--- config.mk ---
export PLATFORM = sky130hd
export DESIGN_NAME = spi_slave_rx_flat
export DESIGN_NICKNAME = d
export VERILOG_FILES = /design/src/rtl/spi_slave_rx_if.sv /design/src/rtl/spi_slave_rx.sv /design/src/flat_wrapper.sv
export SDC_FILE = /design/constraint.sdc
export NUM_CORES = 1
export LEC_CHECK = 0
export CAP_MARGIN = 25
export CORE_MARGIN = 4
export CORE_UTILIZATION = 48
export DETAILED_ROUTE_END_ITERATION = 12
export GPL_ROUTABILITY_DRIVEN = 0
export PLACE_DENSITY_LB_ADDON = 0.1
export REMOVE_ABC_BUFFERS = 1
export SLEW_MARGIN = 30
export SYNTH_ARGS = -nofsm -noshare
export SYNTH_HDL_FRONTEND = slang
export SYNTH_SLANG_ARGS = --single-unit
--- constraint.sdc ---
create_clock -name clk -period 1.64 [get_ports clk]
set_clock_uncertainty 0.05 [all_clocks]
set_input_delay 0.246 -clock clk [delete_from_list [all_inputs] [get_ports clk]]
set_output_delay 0.246 -clock clk [all_outputs]
set_load 0.01 [all_outputs]
--- src/rtl/spi_slave_rx_if.sv ---
// Pin-side and local-side signals of the SPI receive endpoint.
// The slave modport is the endpoint's view; master is the driver/consumer view.
interface spi_slave_rx_if #(
  parameter int M = 12
);
  logic         LOAD;
  logic         SCLK;
  logic         MOSI;
  logic         MISO;
  logic [M-1:0] tx_di;
  logic         tx_we;
  logic [M-1:0] DO;
  logic         rx_valid;
  logic         frame_err;
  logic         busy;
  logic [7:0]   cb_bit;
  logic         state_dbg;

  // rx_valid and frame_err are single-cycle strobes with no back-pressure:
  // the consumer must take DO in the cycle rx_valid is high.
  modport slave (
    input  LOAD, SCLK, MOSI, tx_di, tx_we,
    output MISO, DO, rx_valid, frame_err, busy, cb_bit, state_dbg
  );

  modport master (
    output LOAD, SCLK, MOSI, tx_di, tx_we,
    input  MISO, DO, rx_valid, frame_err, busy, cb_bit, state_dbg
  );
endinterface

--- src/rtl/spi_slave_rx.sv ---
// Oversampling SPI slave: shifts MOSI in MSB-first, shifts a held reply word
// out on MISO, and reports each frame as a valid word or a bit-count error.
module spi_slave_rx #(
  parameter int M     = 12,
  parameter int NSYNC = 2
) (
  input  logic           clk,
  input  logic           clr_n,
  spi_slave_rx_if.slave  bus
);

  typedef enum logic {IDLE = 1'b0, ACTIVE = 1'b1} state_t;

  state_t           state;
  logic [NSYNC-1:0] load_sync;
  logic [NSYNC-1:0] sclk_sync;
  logic [NSYNC-1:0] mosi_sync;
  logic             load_d;
  logic             sclk_d;
  logic             load_s;
  logic             sclk_s;
  logic             mosi_s;
  logic             load_fall;
  logic             load_rise;
  logic             sclk_rise;
  logic             sclk_fall;

  logic [M-1:0]     tx_hold;
  logic [M-1:0]     sr_stx;
  logic [M-1:0]     sr_srx;
  logic [M-1:0]     do_word;
  logic             miso;
  logic             rx_valid;
  logic             frame_err;
  logic             busy;
  logic [7:0]       cb_bit;

  logic [7:0]       cb_next;
  logic [M-1:0]     srx_next;

  assign load_s = load_sync[NSYNC-1];
  assign sclk_s = sclk_sync[NSYNC-1];
  assign mosi_s = mosi_sync[NSYNC-1];

  assign load_fall = load_d & ~load_s;
  assign load_rise = ~load_d & load_s;
  assign sclk_rise = ~sclk_d & sclk_s;
  assign sclk_fall = sclk_d & ~sclk_s;

  // The shift is resolved before the end-of-frame test so a rise that lands
  // in the same cycle as the LOAD rise is still counted.
  always_comb begin
    cb_next  = cb_bit;
    srx_next = sr_srx;
    if (sclk_rise) begin
      srx_next = {sr_srx[M-2:0], mosi_s};
      if (cb_bit != 8'hFF) cb_next = cb_bit + 8'd1;
    end
  end

  always_ff @(posedge clk) begin
    if (!clr_n) begin
      load_sync <= '1;
      sclk_sync <= '0;
      mosi_sync <= '0;
      load_d    <= 1'b1;
      sclk_d    <= 1'b0;
      state     <= IDLE;
      tx_hold   <= '0;
      sr_stx    <= '0;
      sr_srx    <= '0;
      do_word   <= '0;
      miso      <= 1'b0;
      rx_valid  <= 1'b0;
      frame_err <= 1'b0;
      busy      <= 1'b0;
      cb_bit    <= '0;
    end else begin
      load_sync <= {load_sync[NSYNC-2:0], bus.LOAD};
      sclk_sync <= {sclk_sync[NSYNC-2:0], bus.SCLK};
      mosi_sync <= {mosi_sync[NSYNC-2:0], bus.MOSI};
      load_d    <= load_s;
      sclk_d    <= sclk_s;
      rx_valid  <= 1'b0;
      frame_err <= 1'b0;

      if (bus.tx_we) tx_hold <= bus.tx_di;

      case (state)
        IDLE: begin
          // Keep the first reply bit on MISO before the master starts clocking.
          sr_stx <= tx_hold;
          miso   <= tx_hold[M-1];
          if (load_fall) begin
            state  <= ACTIVE;
            busy   <= 1'b1;
            cb_bit <= '0;
            sr_srx <= '0;
          end
        end
        ACTIVE: begin
          cb_bit <= cb_next;
          sr_srx <= srx_next;
          if (sclk_fall) begin
            sr_stx <= {sr_stx[M-2:0], 1'b0};
            miso   <= sr_stx[M-2];
          end
          if (load_rise) begin
            state <= IDLE;
            busy  <= 1'b0;
            if (cb_next == 8'(M)) begin
              do_word  <= srx_next;
              rx_valid <= 1'b1;
            end else begin
              frame_err <= 1'b1;
            end
          end
        end
      endcase
    end
  end

  assign bus.MISO      = miso;
  assign bus.DO        = do_word;
  assign bus.rx_valid  = rx_valid;
  assign bus.frame_err = frame_err;
  assign bus.busy      = busy;
  assign bus.cb_bit    = cb_bit;
  assign bus.state_dbg = (state == ACTIVE);

endmodule

--- src/flat_wrapper.sv ---
// flat-port wrapper written by rule: the top's interface ports become plain ports
module spi_slave_rx_flat 
#(
  parameter int M     = 12,
  parameter int NSYNC = 2
)
  (clk, clr_n, bus_LOAD, bus_SCLK, bus_MOSI, bus_tx_di, bus_tx_we, bus_MISO, bus_DO, bus_rx_valid, bus_frame_err, bus_busy, bus_cb_bit, bus_state_dbg);
  spi_slave_rx_if #(.M(M)) bus_i ();
  input  logic clk;
  input  logic clr_n;
  input wire logic [$bits(bus_i.LOAD)-1:0] bus_LOAD;
  input wire logic [$bits(bus_i.SCLK)-1:0] bus_SCLK;
  input wire logic [$bits(bus_i.MOSI)-1:0] bus_MOSI;
  input wire logic [$bits(bus_i.tx_di)-1:0] bus_tx_di;
  input wire logic [$bits(bus_i.tx_we)-1:0] bus_tx_we;
  output wire logic [$bits(bus_i.MISO)-1:0] bus_MISO;
  output wire logic [$bits(bus_i.DO)-1:0] bus_DO;
  output wire logic [$bits(bus_i.rx_valid)-1:0] bus_rx_valid;
  output wire logic [$bits(bus_i.frame_err)-1:0] bus_frame_err;
  output wire logic [$bits(bus_i.busy)-1:0] bus_busy;
  output wire logic [$bits(bus_i.cb_bit)-1:0] bus_cb_bit;
  output wire logic [$bits(bus_i.state_dbg)-1:0] bus_state_dbg;
  assign bus_i.LOAD = bus_LOAD;
  assign bus_i.SCLK = bus_SCLK;
  assign bus_i.MOSI = bus_MOSI;
  assign bus_i.tx_di = bus_tx_di;
  assign bus_i.tx_we = bus_tx_we;
  assign bus_MISO = bus_i.MISO;
  assign bus_DO = bus_i.DO;
  assign bus_rx_valid = bus_i.rx_valid;
  assign bus_frame_err = bus_i.frame_err;
  assign bus_busy = bus_i.busy;
  assign bus_cb_bit = bus_i.cb_bit;
  assign bus_state_dbg = bus_i.state_dbg;
  spi_slave_rx #(.M(M), .NSYNC(NSYNC)) u_core (.clk(clk), .clr_n(clr_n), .bus(bus_i));
endmodule
==> impl_metrics.yaml, run 1 <==
run_status:
  run_status: "finished, violations left"
  failing_checks: "setup timing"
timing:
  timing.final.crit_period_ns: 1.77
  fin_setup_tns_ns: -1.43
  final_min_period_over_clock_period: 1.08
  final_max_slew_viol_count: 0
  relSlewSlack: 0.612
  achievable-frequency_ghz: 0.564
  transition_time_at_the_pin_with_the_least_slew_margin_ns: 0.582
  timing.final.ws_setup_ns: -0.131
  hold_ws_ns: 0.362
  number_of_setup_violations_in_the_final_report: 13
  hold_violations: 0
  rsz0062_at_grt: "true"
grt:
  grt_antenna_before_repair: 0
  remaining_global_route_overflow: 0
  first_global_vias: 2354
  gr-usage-all-layers: 0.183
  grt_first_pass_wirelength_microns: 10800
  maximum_number_of_pins_on_one_net_before_global_route_repair: 34
final_layout:
  final_design_area_no_fill_sq_um: 3810
  layout-drive-gt1-share: 0.163
  num-nets-final: 406
  area_growth_pct: 32.6
  antenna_cells_inserted: 0
logic_synthesis:
  synth_enable_flop_cells: 0
  yosys_register_bits: 68
  ys_async_sr_fraction: 0
  synth.distinct_cells: 45
  synthCells: 325
  syn-cell-area_sq_um: 2880
  cell_taking_the_most_area_after_synthesis: "sky130_fd_sc_hd__dfxtp_1"
  netlist_top_cells_area: "sky130_fd_sc_hd__dfxtp_1 (47%), sky130_fd_sc_hd__mux2i_1 (12%), sky130_fd_sc_hd__nand2_1 (8.7%)"
  synth.yosys.warnings: 0
  synth_top_cells_by_count: "sky130_fd_sc_hd__dfxtp_1 (68), sky130_fd_sc_hd__nand2_1 (67), sky130_fd_sc_hd__nor2_1 (42)"
  post_synth_top_flop: "sky130_fd_sc_hd__dfxtp_1"
  synth.top_cell.area_share: 0.473
  syn_avg_cell_area_sq_um: 8.85
  yosys.cell_count.top_type: "sky130_fd_sc_hd__dfxtp_1"
  synth.yosys.seq_area_share: 0.473
clock_network:
  holdBufCountCts: 0
  clock_pin_slew_on_the_worst_setup_and_hold_paths_ns: 0.07
  clkLatencyLatePin_ns: 0.34
  cts_buffers: 9
  cts_buffer_depth: 2
  cts_tree: "yes"
  cts-root-buf: "sky130_fd_sc_hd__clkbuf_8"
  cts.htree.levels: 3
  cts.sinks: 68
setup_path:
  critical-path-top-delay-family: "simple AND/OR/NAND/NOR gates"
  timing.critical_path.buf_inv: 2
  setup.worst_path.start_class: "register"
  cp.required_ns: 1.81
  crit_type: "register to register"
  cpMaxStageDelayCell: "sky130_fd_sc_hd__dfxtp_2"
  critical_path.max_fanout: 6
  timing.critical_path.arrival_ns: 1.95
  worstSetupEndpointType: "register"
  crit_path_cell_trace: "buf_4 -> nand3_2 -> or2_4 -> nor3b_4 -> o2111ai_4 -> clkbuf_16 -> mux2i_1"
  slowest_delay_ns: 0.36
placement:
  dpl-instance-area_sq_um: 3510
  numPortBuffers: 42
  detailedPlacementHpwl_microns: 4080
  detailedPlace.worstSlack_ns: -0.272
floorplan:
  die_area_sq_um: 7290
  floorplan.core_area_sq_um: 5640
  rows: 27
  effective_utilization_at_floorplan: 0.510
  die_w_microns: 85.4
  design.portCount: 43
  die-height_microns: 85.4
job:
  max_cap_violations: 0
detailed_routing:
  viasPerCell: 5.31
  drtAntennaViolNets: 0
  top_layer_used: "met4"
  route.met3.wl_microns: 261
  routed_wl_microns: 6350
  route.detailed.wl_per_inst_microns: 13.7
  starting_drt_drc_count: 120
  met1_length_microns: 3060
  met2_length_microns: 2940
  vias: 2462
  drt_pre_antenna_iters: 4
  dr_drc_count: 0
power:
  power.share.clock: 0.409
  p_leak_uw: 0.00167
  power.switching_fraction: 0.230
  cellInternalPower_uw: 2570
  share_of_power_burned_in_combinational_logic: 0.075
  power.share.sequential: 0.517
  vdd.ir_drop.worst_mv: 0.636
  fin_total_pwr_uw: 3340
  switching_pwr_uw: 768
  pwr_density_cell_nw_per_um2: 876
hold_path:
  hold_class: "register to register"
logic make-up after synthesis:
| family | synth area share |
|---|---|
| buf+inv | 0.0331 |
| fa+ha+maj | 0.00435 |
| flops | 0.473 |
| mux | 0.126 |
| compound gates | 0.122 |
| simple gates | 0.238 |
| xor+xnor | 0.00305 |
placed cells by master (no fill, tap or decap), types with 2 or more instances in the layout:
| master | Yosys | routed |
|---|---|---|
| sky130_fd_sc_hd__a211oi_1 | 14 | 14 |
| sky130_fd_sc_hd__a21o_1 | 2 | 2 |
| sky130_fd_sc_hd__a21oi_1 | 10 | 9 |
| sky130_fd_sc_hd__a22oi_1 | 12 | 12 |
| sky130_fd_sc_hd__a31oi_1 | 5 | 5 |
| sky130_fd_sc_hd__and2_1 | 7 | 7 |
| sky130_fd_sc_hd__and3_1 | 2 | 2 |
| sky130_fd_sc_hd__buf_12 | 0 | 2 |
| sky130_fd_sc_hd__buf_4 | 1 | 25 |
| sky130_fd_sc_hd__clkbuf_1 | 15 | 3 |
| sky130_fd_sc_hd__clkbuf_8 | 0 | 10 |
| sky130_fd_sc_hd__clkdlybuf4s50_1 | 0 | 33 |
| sky130_fd_sc_hd__dfxtp_1 | 68 | 63 |
| sky130_fd_sc_hd__dfxtp_2 | 0 | 5 |
| sky130_fd_sc_hd__dlygate4sd2_1 | 0 | 8 |
| sky130_fd_sc_hd__mux2i_1 | 35 | 35 |
| sky130_fd_sc_hd__nand2_1 | 67 | 67 |
| sky130_fd_sc_hd__nand2b_1 | 6 | 5 |
| sky130_fd_sc_hd__nor2_1 | 42 | 42 |
| sky130_fd_sc_hd__nor2b_1 | 3 | 3 |
| sky130_fd_sc_hd__nor3_1 | 2 | 2 |
| sky130_fd_sc_hd__o21ai_0 | 2 | 2 |
| sky130_fd_sc_hd__or2_4 | 1 | 2 |
final timing paths:
| path | from | to | slack [ns] | cells after the start |
|---|---|---|---|---|
| setup / recovery | u_core.bus.cb_bit[1]$_SDFFE_PN0P_ | u_core.bus.DO[8]$_SDFFE_PN0P_ | -0.13 | 7 |
| hold / removal | u_core.load_sync[0]$_SDFF_PN1_ | u_core.load_sync[1]$_SDFF_PN1_ | 0.36 | 1 |
| setup reg to reg | u_core.bus.cb_bit[1]$_SDFFE_PN0P_ | u_core.bus.DO[8]$_SDFFE_PN0P_ | -0.13 | 7 |
| hold reg to reg | u_core.load_sync[0]$_SDFF_PN1_ | u_core.load_sync[1]$_SDFF_PN1_ | 0.36 | 1 |
cell type report:
class | instances | area, sq um
sequential | 68 | 1370
clock inverter | 3 | 46.3
clock buffer | 13 | 149
multi-input combinational | 235 | 1480
tap | 72 | 90.1
timing repair buffer | 71 | 677
fill | 456 | 1830
inverter | 2 | 7.51
power groups by stage:
stage                     combinational, uW  clock (uW)  sequential, uW
after global routing                    278        1490            1730
after detailed placement                247           0            1760
after floorplan                         112           0            1770
final                                   250        1360            1730
after global placement                  244           0            1760
after CTS                               249        1400            1730
per-layer routing:
layer	up-vias	track usage
li1	1243	-
met1	1159	0.249
met4	0	0.0748
met5	-	0
met2	51	0.273
met3	9	0.0505
state kept, by name, indices dropped and copies added (netlist names), 2 cells and up:
register / cells
u_core.bus.DO: 12
u_core.sr_srx: 12
u_core.tx_hold: 12
u_core.sr_stx: 11
u_core.bus.cb_bit: 8
u_core.load_sync: 2
u_core.mosi_sync: 2
u_core.sclk_sync: 2
metrics by stage:
stage,cells,util
final,464,0.676
after global placement,445,0.621
after global routing,464,0.676
after floorplan,305,-
after CTS,462,0.660
after detailed placement,445,0.621
worst reg2reg max path, stage by stage, from the launching register on:
cell                        delay (ns)
sky130_fd_sc_hd__dfxtp_2          0.36
sky130_fd_sc_hd__buf_4            0.14
sky130_fd_sc_hd__nand3_2          0.09
sky130_fd_sc_hd__or2_4            0.28
sky130_fd_sc_hd__nor3b_4          0.25
sky130_fd_sc_hd__o2111ai_4        0.18
sky130_fd_sc_hd__clkbuf_16        0.21
sky130_fd_sc_hd__mux2i_1          0.11
repair_timing:
item	in CTS	in global routing
gates resized for setup	13	14
setup buffers	1	1
cloned	0	1
pin swaps	1	4
setup endpoints to repair	32	24
Note: power is estimated with default switching activity, not from simulation.
==> run 2: changes to the inputs <==
CORE_UTILIZATION = 50   (was 48)
CTS_BUF_LIST = sky130_fd_sc_hd__clkbuf_4   (was not set)
==> run 2 against run 1 <==
The flow still finishes with violations (setup timing). Count of clock-buffer cells in the layout down 1. Global-route usage grew 0.28 points. Via count shrank 1.4%. Wire length fell by 1.6%. Clock power decreased by 21%. Maximum frequency rose by 2.5%. Sequential share of layout area grew 0.82 points. Worst setup slack gained 0.042 ns. Die area fell by 3.6%. Hold slack got worse by 0.023 ns. Critical path type unchanged. Largest cell class unchanged. Largest power group unchanged.
==> impl_metrics.yaml, run 2 (synthesis results as in run 1) <==
setup_path:
  rr_startpoint: "u_core.bus.cb_bit[0]$_SDFFE_PN0P_"
  slowest_delay_ns: 0.37
  crit_type: "register to register"
  timing.critical_path.buf_inv: 2
  cp.required_ns: 1.89
  critical_path.max_fanout: 12
  cpMaxStageDelayCell: "sky130_fd_sc_hd__dfxtp_2"
  setup.reg_to_reg.worst_slack_ns: -0.09
  setup.worst_path.start_class: "register"
  worstSetupEndpointType: "register"
  r2r.worst_path.cells: 7
  timing.critical_path.arrival_ns: 1.98
  rr_endpoint: "u_core.bus.DO[9]$_SDFFE_PN0P_"
  critical-path-top-delay-family: "simple AND/OR/NAND/NOR gates"
  crit_path_cell_trace: "buf_4 -> nand3_1 -> or2_4 -> nor3b_4 -> o2111ai_4 -> buf_12 -> mux2i_1"
final_layout:
  most_common_cell_after_layout_fill_and_taps_aside: "sky130_fd_sc_hd__nand2_1"
  final_design_area_no_fill_sq_um: 3720
  area_growth_pct: 29.5
  final_cells: 461
  filler_cell_count: 505
  footprint_of_the_multi_input_gates_sq_um: 1470
  postLayoutCoreUtil: 0.672
  layout-drive-gt1-share: 0.162
  ff_latch_area_sq_um: 1370
  antenna_cells_inserted: 0
  commonest_cells_after_routing_fill_and_taps_aside: "sky130_fd_sc_hd__nand2_1 (67), sky130_fd_sc_hd__dfxtp_1 (64), sky130_fd_sc_hd__nor2_1 (41), sky130_fd_sc_hd__mux2i_1 (35), sky130_fd_sc_hd__buf_4 (24)"
  num-nets-final: 404
power:
  power.switching_fraction: 0.236
  switching_pwr_uw: 716
  vdd.ir_drop.worst_mv: 0.485
  power.share.clock: 0.350
  cellInternalPower_uw: 2320
  pwr_density_cell_nw_per_um2: 816
  share_of_power_burned_in_combinational_logic: 0.082
  power.share.sequential: 0.567
  p_leak_uw: 0.00178
floorplan:
  rows: 27
  design.portCount: 43
  effective_utilization_at_floorplan: 0.519
  floorplan.core_area_sq_um: 5540
  die_area_sq_um: 7030
  die_w_microns: 83.8
  die-height_microns: 83.8
timing:
  achievable-frequency_ghz: 0.578
  transition_time_at_the_pin_with_the_least_slew_margin_ns: 0.534
  number_of_setup_violations_in_the_final_report: 12
  timing.final.crit_period_ns: 1.73
  rsz0062_at_grt: "true"
  hold_violations: 0
  hold_ws_ns: 0.339
  final_max_slew_viol_count: 0
  final_min_period_over_clock_period: 1.05
  relSlewSlack: 0.644
  timing.final.ws_setup_ns: -0.0890
detailed_routing:
  viasPerCell: 5.27
  dr_drc_count: 0
  route.detailed.wl_per_inst_microns: 13.5
  starting_drt_drc_count: 111
  drt_pre_antenna_iters: 4
  drtAntennaViolNets: 0
  routed_wl_microns: 6240
  vias: 2428
hold_path:
  min_delay_path_depth: 2
  holdCritStartpoint: "bus_LOAD"
  worstHoldEndpoint: "u_core.load_sync[0]$_SDFF_PN1_"
  hold_class: "input port to register"
clock_network:
  cts_buffer_depth: 2
  clock_pin_slew_on_the_worst_setup_and_hold_paths_ns: 0.10
  cts_tree: "yes"
  holdBufCountCts: 0
  cts_buffers: 9
  clkLatencyLatePin_ns: 0.42
  cts.htree.levels: 3
  cts-root-buf: "sky130_fd_sc_hd__clkbuf_4"
  cts.sinks: 68
placement:
  dpl-instance-area_sq_um: 3510
  place_inst: 445
  numPortBuffers: 42
  detailedPlacementHpwl_microns: 4140
grt:
  first_global_vias: 2416
  grt_antenna_before_repair: 0
  gr-usage-all-layers: 0.186
  remaining_global_route_overflow: 0
  grt_first_pass_wirelength_microns: 10700
  maximum_number_of_pins_on_one_net_before_global_route_repair: 34
run_status:
  failing_checks: "setup timing"
  run_status: "finished, violations left"
job:
  max_cap_violations: 0
run 2: changes by cell type in the layout (fill, tap and decap cells not counted), sizes merged:
cell           previous run  this run
clkdlybuf4s50            33        23
dlymetal6s2s              1         9
clkbuf                   14        12
dlygate4sd2               8        10
buf                      28        27
clkinv                    2         3
clkinvlp                  1         0
run 2: metal layers:
metal / share of wire / vias to the layer above / track usage
met2: 0.45 / 52 / 0.284
met1: 0.49 / 1121 / 0.238
met4: 0.022 / 0 / 0.113
met5: 0 / - / 0
li1: - / 1238 / -
met3: 0.041 / 17 / 0.0424
run 2: final cells by class:
type                            count  area share
Timing Repair Buffer               69       0.178
Clock buffer                       12      0.0242
Clock inverter                      3      0.0104
Tap cell                           72      0.0242
Multi-Input combinational cell    235       0.394
Inverter                            2     0.00202
Sequential cell                    68       0.367
run 2: worst max path at each step:
stage | to | from | cells after the start
detailed placement | u_core.bus.DO[1]$_SDFFE_PN0P_ | u_core.bus.cb_bit[0]$_SDFFE_PN0P_ | 6
global route | u_core.bus.DO[7]$_SDFFE_PN0P_ | u_core.bus.cb_bit[0]$_SDFFE_PN0P_ | 7
CTS | u_core.bus.DO[9]$_SDFFE_PN0P_ | u_core.bus.cb_bit[0]$_SDFFE_PN0P_ | 7
global placement | u_core.bus.DO[11]$_SDFFE_PN0P_ | u_core.bus.cb_bit[0]$_SDFFE_PN0P_ | 6
finish | u_core.bus.DO[9]$_SDFFE_PN0P_ | u_core.bus.cb_bit[0]$_SDFFE_PN0P_ | 7
floorplan | u_core.sr_srx[0]$_SDFFE_PN0P_ | u_core.bus.state_dbg$_SDFF_PN0_ | 5
run 2: power by group through the flow:
stage	logic [uW]	registers (uW)	clock network, uW
global placement	245	1760	0
global route	275	1730	1170
detailed placement	250	1760	0
finish	250	1720	1070
CTS	250	1720	1090
floorplan	112	1770	0
run 2: through the flow:
step / setup TNS (ns) / setup WS [ns] / power (uW)
after global placement: -2.71 / -0.201 / 2010
after detailed placement: -3.42 / -0.245 / 2010
after CTS: -0.647 / -0.0636 / 3070
after global routing: -1.89 / -0.160 / 3180
final: -0.920 / -0.0890 / 3040
after floorplan: -13.40 / -0.691 / 1880
run 2: timing repair:
item,in CTS,in global routing
gates resized for setup,21,14
endpoints found under the setup margin,34,26
pin swaps,1,3
setup buffers,1,0
